--- config.mk ---
export PLATFORM = sky130hd
export DESIGN_NAME = mux_sel_sequencer
export DESIGN_NICKNAME = d
export VERILOG_FILES = /design/src/rtl/mux_sel_sequencer.sv
export SDC_FILE = /design/constraint.sdc
export NUM_CORES = 1
export LEC_CHECK = 0
export ABC_AREA = 1
export CAP_MARGIN = 25
export CORE_MARGIN = 2
export CORE_UTILIZATION = 60
export DETAILED_ROUTE_END_ITERATION = 6
export PLACE_DENSITY_LB_ADDON = 0.15
export SLEW_MARGIN = 20
export SYNTH_ARGS = -nofsm -noshare
export SYNTH_HDL_FRONTEND = slang
export SYNTH_SLANG_ARGS = --single-unit
--- constraint.sdc ---
create_clock -name clk -period 3.5 [get_ports clk]
set_input_delay 0.35 -clock clk [delete_from_list [all_inputs] [get_ports clk]]
set_output_delay 0.35 -clock clk [all_outputs]
set_load 0.01 [all_outputs]
--- src/rtl/mux_sel_sequencer.sv ---
// -----------------------------------------------------------------------------
// mux_sel_sequencer
//   Drives the 2-bit select of an 8-bit 4:1 input mux. In MANUAL mode the
//   select is stepped by two debounced push buttons (next / prev); in AUTO
//   mode a tick counter advances it every AUTO_PERIOD cycles.
//
// Ports
//   clk         in   1  system clock, all state on rising edge
//   rst         in   1  asynchronous active-high reset
//   btn_next    in   1  raw push button, advance sel
//   btn_prev    in   1  raw push button, retreat sel
//   auto_en     in   1  raw slide switch, 1 = auto-scan, 0 = manual
//   sel         out  2  registered mux select
//   sel_change  out  1  one-cycle pulse on the edge sel takes a new value
//   auto_mode   out  1  registered, high while the FSM is in AUTO
// -----------------------------------------------------------------------------
module mux_sel_sequencer #(
    parameter int DEBOUNCE_CYCLES = 1_000_000,
    parameter int AUTO_PERIOD     = 100_000_000
) (
    input  logic       clk,
    input  logic       rst,
    input  logic       btn_next,
    input  logic       btn_prev,
    input  logic       auto_en,
    output logic [1:0] sel,
    output logic       sel_change,
    output logic       auto_mode
);

    localparam int DB_W = (DEBOUNCE_CYCLES > 2) ? $clog2(DEBOUNCE_CYCLES) : 1;
    localparam int TK_W = (AUTO_PERIOD > 2) ? $clog2(AUTO_PERIOD) : 1;

    localparam logic [DB_W-1:0] DB_LAST = DB_W'(DEBOUNCE_CYCLES - 1);
    localparam logic [TK_W-1:0] TK_LAST = TK_W'(AUTO_PERIOD - 1);

    typedef enum logic [0:0] {
        ST_MANUAL = 1'b0,
        ST_AUTO   = 1'b1
    } state_t;

    // Bit mapping for the synchronizer vectors: 0 = next, 1 = prev, 2 = auto_en.
    logic [2:0]      r_sync1;
    logic [2:0]      r_sync2;
    logic [1:0]      r_db;
    logic [1:0]      r_db_q;
    logic [DB_W-1:0] r_db_cnt [0:1];
    logic [TK_W-1:0] r_tick;
    state_t          r_state;

    state_t          w_state_nxt;
    logic [1:0]      w_press;
    logic [1:0]      w_sel_nxt;
    logic            w_chg_nxt;
    logic [TK_W-1:0] w_tick_nxt;

    // Two-flop synchronizer for all raw inputs.
    always_ff @(posedge clk or posedge rst) begin
        if (rst) begin
            r_sync1 <= 3'b000;
            r_sync2 <= 3'b000;
        end else begin
            r_sync1 <= {auto_en, btn_prev, btn_next};
            r_sync2 <= r_sync1;
        end
    end

    // Per-button debouncer: the level is accepted only after an unbroken run
    // of DEBOUNCE_CYCLES cycles disagreeing with the current debounced value.
    always_ff @(posedge clk or posedge rst) begin
        if (rst) begin
            r_db   <= 2'b00;
            r_db_q <= 2'b00;
            for (int i = 0; i < 2; i++) begin
                r_db_cnt[i] <= {DB_W{1'b0}};
            end
        end else begin
            r_db_q <= r_db;
            for (int i = 0; i < 2; i++) begin
                if (r_sync2[i] != r_db[i]) begin
                    if (r_db_cnt[i] == DB_LAST) begin
                        r_db[i]     <= r_sync2[i];
                        r_db_cnt[i] <= {DB_W{1'b0}};
                    end else begin
                        r_db_cnt[i] <= r_db_cnt[i] + DB_W'(1);
                    end
                end else begin
                    r_db_cnt[i] <= {DB_W{1'b0}};
                end
            end
        end
    end

    // Press = rising edge of the debounced level; releases are discarded.
    assign w_press = r_db & ~r_db_q;

    // FSM state register.
    always_ff @(posedge clk or posedge rst) begin
        if (rst) begin
            r_state <= ST_MANUAL;
        end else begin
            r_state <= w_state_nxt;
        end
    end

    // FSM next-state logic, following the synchronized slide switch.
    always_comb begin
        w_state_nxt = r_state;
        case (r_state)
            ST_MANUAL: begin
                if (r_sync2[2]) begin
                    w_state_nxt = ST_AUTO;
                end else begin
                    w_state_nxt = ST_MANUAL;
                end
            end
            ST_AUTO: begin
                if (r_sync2[2]) begin
                    w_state_nxt = ST_AUTO;
                end else begin
                    w_state_nxt = ST_MANUAL;
                end
            end
            default: begin
                w_state_nxt = ST_MANUAL;
            end
        endcase
    end

    // FSM output logic: next select, change pulse and tick counter.
    always_comb begin
        w_sel_nxt  = sel;
        w_chg_nxt  = 1'b0;
        w_tick_nxt = r_tick;
        case (r_state)
            ST_MANUAL: begin
                w_tick_nxt = {TK_W{1'b0}};
                // Simultaneous next and prev presses cancel out.
                if (w_press[0] && !w_press[1]) begin
                    w_sel_nxt = sel + 2'd1;
                    w_chg_nxt = 1'b1;
                end else if (w_press[1] && !w_press[0]) begin
                    w_sel_nxt = sel - 2'd1;
                    w_chg_nxt = 1'b1;
                end else begin
                    w_sel_nxt = sel;
                    w_chg_nxt = 1'b0;
                end
            end
            ST_AUTO: begin
                if (r_tick == TK_LAST) begin
                    w_tick_nxt = {TK_W{1'b0}};
                    w_sel_nxt  = sel + 2'd1;
                    w_chg_nxt  = 1'b1;
                end else begin
                    w_tick_nxt = r_tick + TK_W'(1);
                end
            end
            default: begin
                w_tick_nxt = {TK_W{1'b0}};
                w_sel_nxt  = sel;
                w_chg_nxt  = 1'b0;
            end
        endcase
    end

    // Registered outputs and tick counter; auto_mode tracks the state register.
    always_ff @(posedge clk or posedge rst) begin
        if (rst) begin
            sel        <= 2'd0;
            sel_change <= 1'b0;
            auto_mode  <= 1'b0;
            r_tick     <= {TK_W{1'b0}};
        end else begin
            sel        <= w_sel_nxt;
            sel_change <= w_chg_nxt;
            auto_mode  <= (w_state_nxt == ST_AUTO);
            r_tick     <= w_tick_nxt;
        end
    end

endmodule

==> flow_metrics.py <==
metrics = {
    "power": {
        "power.density_mw_per_mm2": 381,
        "finalPower_w": 0.00177,
        "power_leakage_nw": 1.99,
        "peakVddDrop_mv": 0.321,
    },
    "detailed_routing": {
        "viasPerCell": 5.06,
        "route.vias.total": 3417,
        "antenna_left": 0,
        "drt_iter0_markers": 193,
        "first_pass_iters": 4,
        "postRouteWirelength_mm": 8.00,
        "routedWlPerCell_um": 11.9,
        "drc": 0,
    },
    "worst_setup_path": {
        "setup.worst_path.end_class": "primary output",
        "critPathKind": "register to primary output",
        "crit_buf_inv": 1,
        "startpoint": "auto_mode",
        "crit_path_cell_trace": "clkdlybuf4s50_1",
        "arrival_ns": 1.38,
        "crit_fanout": 4,
        "cp_top_family": "buffers and inverters",
        "r2r_end": "r_tick[21]",
        "cp.depth": 1,
        "worstRegToRegCells": 10,
        "r2r-start": "r_tick[0]",
        "worst-endpoint-required_ns": 3.15,
        "timing.critical_path.to": "auto_mode",
        "ff2ff_setup_slack_ns": 1.77,
        "max_stage_delay_ns": 0.58,
        "start_kind": "register",
        "cp_slowest_cell": "clkdlybuf4s50_1",
    },
    "die": {
        "pin_count": 9,
        "die_width_um": 88.2,
        "fp.coreArea_sq_mm": 0.00683,
        "rows": 30,
        "initial_core_util_pct": 62.3,
        "die-area_sq_mm": 0.00778,
        "die_y_um": 88.2,
    },
    "grt": {
        "overflow": 0,
        "grt_pass1_wl_mm": 14.4,
        "antenna_found_initial": 0,
        "grt_max_degree": 39,
        "grt_usage_pct": 23.4,
        "grt_pass1_vias": 3441,
    },
    "clocking": {
        "cts_tree": "done",
        "cts_resized": 0,
        "clk_pin_slew_ns": 0.08,
        "ctsRootBufferMaster": "clkbuf_8",
        "cts_sinks": 81,
        "numCtsBuffers": 9,
        "insertion_delay_ns": 0.34,
        "postCtsHoldBufs": 0,
        "htreeDepth": 3,
        "clockBufferDepth": 2,
        "cts_post_setup_buffers_inserted": 0,
    },
    "timing": {
        "clock_skew_ns": 0.00841,
        "grt_setup_unrepaired": "no",
        "period_minus_slack_ns": 1.73,
        "drv_slew": 0,
        "setup_violations": 0,
        "setup_tns_ns": 0,
        "slew_headroom_pct": 57.0,
        "worst_pin_slew_ns": 0.645,
        "fmax_mhz": 579,
        "hold_viol": 0,
        "period_share_pct": 49.4,
    },
    "logic_synthesis": {
        "synth.distinct_cells": 25,
        "synth_edf_count": 0,
        "ys_ff_latch": 81,
        "async_flop_share_pct": 100,
        "netlist_area_sq_mm": 0.00425,
        "synth_fp_nets": 566,
        "synth_cells": 556,
        "seq_area_frac_synth_pct": 47.6,
        "syn_avg_cell_area_sq_um": 7.65,
        "synth_ff_type": "dfrtp_1",
        "yosysWarnings": 0,
    },
    "finish": {
        "seq_area_sq_mm": 0.00203,
        "drive_above_1_share_pct": 7.25,
        "antennaDiodeCount": 0,
        "finish.net_count": 584,
        "area_delta_synth_final_pct": 9.06,
        "nFillCells": 601,
        "multi_input_area_sq_mm": 0.00193,
    },
    "run_status": {
        "status": "finished, final reports clean",
    },
    "placed_design": {
        "io_buffers": 8,
        "dp_hpwl_mm": 6.05,
        "gp_routability_congestion": 0.945,
    },
    "worst_hold_path": {
        "hold-path-cell-count": 0,
        "hp-class": "register to register",
    },
    "flow_run": {
        "cap_violations": 0,
    },
}
==> area by class of cell <==
type | instances | area share (%)
Sequential cell | 81 | 43.7
Multi-Input combinational cell | 402 | 41.6
Inverter | 70 | 5.69
Clock buffer | 10 | 2.97
Tap cell | 96 | 2.59
Timing Repair Buffer | 10 | 2.05
Clock inverter | 6 | 1.40
==> cell usage after synthesis (2+ instances only) <==
cell / count / area (sq um)
inv_1: 66 / 248
xor2_1: 21 / 184
nand2_4: 2 / 22.5
nor2_2: 9 / 56.3
nand3_2: 3 / 30.0
nand4_1: 5 / 31.3
nor2_1: 135 / 507
nand2_2: 3 / 18.8
a21oi_1: 14 / 70.1
buf_6: 3 / 33.8
nand3_1: 41 / 205
nand2_1: 122 / 458
inv_2: 3 / 11.3
dfrtp_1: 81 / 2030
nor2_4: 2 / 22.5
o21ai_0: 3 / 15.0
xnor2_1: 9 / 78.8
nand3b_1: 3 / 22.5
nor3b_1: 3 / 22.5
ha_1: 5 / 62.6
nor3_1: 19 / 95.1
==> kinds of logic after synthesis <==
| logic type | after synthesis | synth area share [%] |
|---|---|---|
| xor gates and xnor gates | 30 | 6.18 |
| AOI/OAI and AO/OA | 19 | 2.53 |
| adders and majority gates | 5 | 1.47 |
| and+or+nand+nor | 348 | 35.2 |
| buffers and inverters | 73 | 6.97 |
| DFF | 81 | 47.6 |
==> worst min path at each step <==
stage                     from         end  slack, ns
global placement    r_sync1[0]  r_sync2[0]       0.33
detailed placement  r_sync1[0]  r_sync2[0]       0.34
floorplan           r_sync2[2]   auto_mode       0.33
global route        r_sync1[1]  r_sync2[1]       0.36
finish              r_sync1[0]  r_sync2[0]       0.35
CTS                 r_sync1[0]  r_sync2[0]       0.36
==> stage by stage <==
step / area [sq um] / worst slack (ns) / cells / hold WS [ns] / utilization [%]
after floorplan: 4250 / 1.07 / 556 / 0.331 / -
after global placement: 4440 / 1.85 / 659 / 0.334 / 64.9
after detailed placement: 4440 / 1.80 / 659 / 0.336 / 64.9
after CTS: 4640 / 1.75 / 675 / 0.355 / 67.9
after global routing: 4640 / 1.57 / 675 / 0.359 / 67.9
final: 4640 / 1.77 / 675 / 0.354 / 67.9
==> layout by cell type (no fill, tap or decap), drive strengths merged <==
| cell type | Yosys | layout |
|---|---|---|
| xor2 | 21 | 21 |
| clkinvlp | 0 | 1 |
| xnor2 | 9 | 9 |
| a31oi | 1 | 1 |
| and2 | 1 | 1 |
| nor2 | 146 | 146 |
| clkinv | 1 | 5 |
| a21oi | 15 | 15 |
| nor3b | 3 | 3 |
| ha | 5 | 5 |
| inv | 69 | 69 |
| o21ai | 3 | 3 |
| clkdlybuf4s50 | 0 | 8 |
| nand3b | 3 | 3 |
| buf | 3 | 2 |
| nand2 | 127 | 127 |
| dfrtp | 81 | 81 |
| nand4 | 5 | 5 |
| nor3 | 19 | 19 |
| clkbuf | 0 | 10 |
| bufinv | 0 | 1 |
| nand3 | 44 | 44 |
==> power breakdown <==
group	internal [W]	switching (W)	total, W
combinational	0.0000442	0.0000599	0.000104
sequential	0.000955	0.0000175	0.000973
clock	0.000350	0.000338	0.000689
==> flip-flops by register name (all words and copies together) (netlist names) <==
| register | flops |
|---|---|
| r_sync2 | 3 |
| r_db_q | 2 |
| auto_mode | 1 |
| r_tick | 27 |
| r_db | 2 |
| r_db_cnt | 40 |
| sel_change | 1 |
| sel | 2 |
| r_sync1 | 3 |
==> per-layer routing <==
layer | routed length [um] | track usage (%)
met4 | 178 | 11.0
met1 | 3690 | 29.5
met3 | 286 | 4.05
met5 | 0 | 0
met2 | 3850 | 39.4
Power figures use the tool's default switching activity.
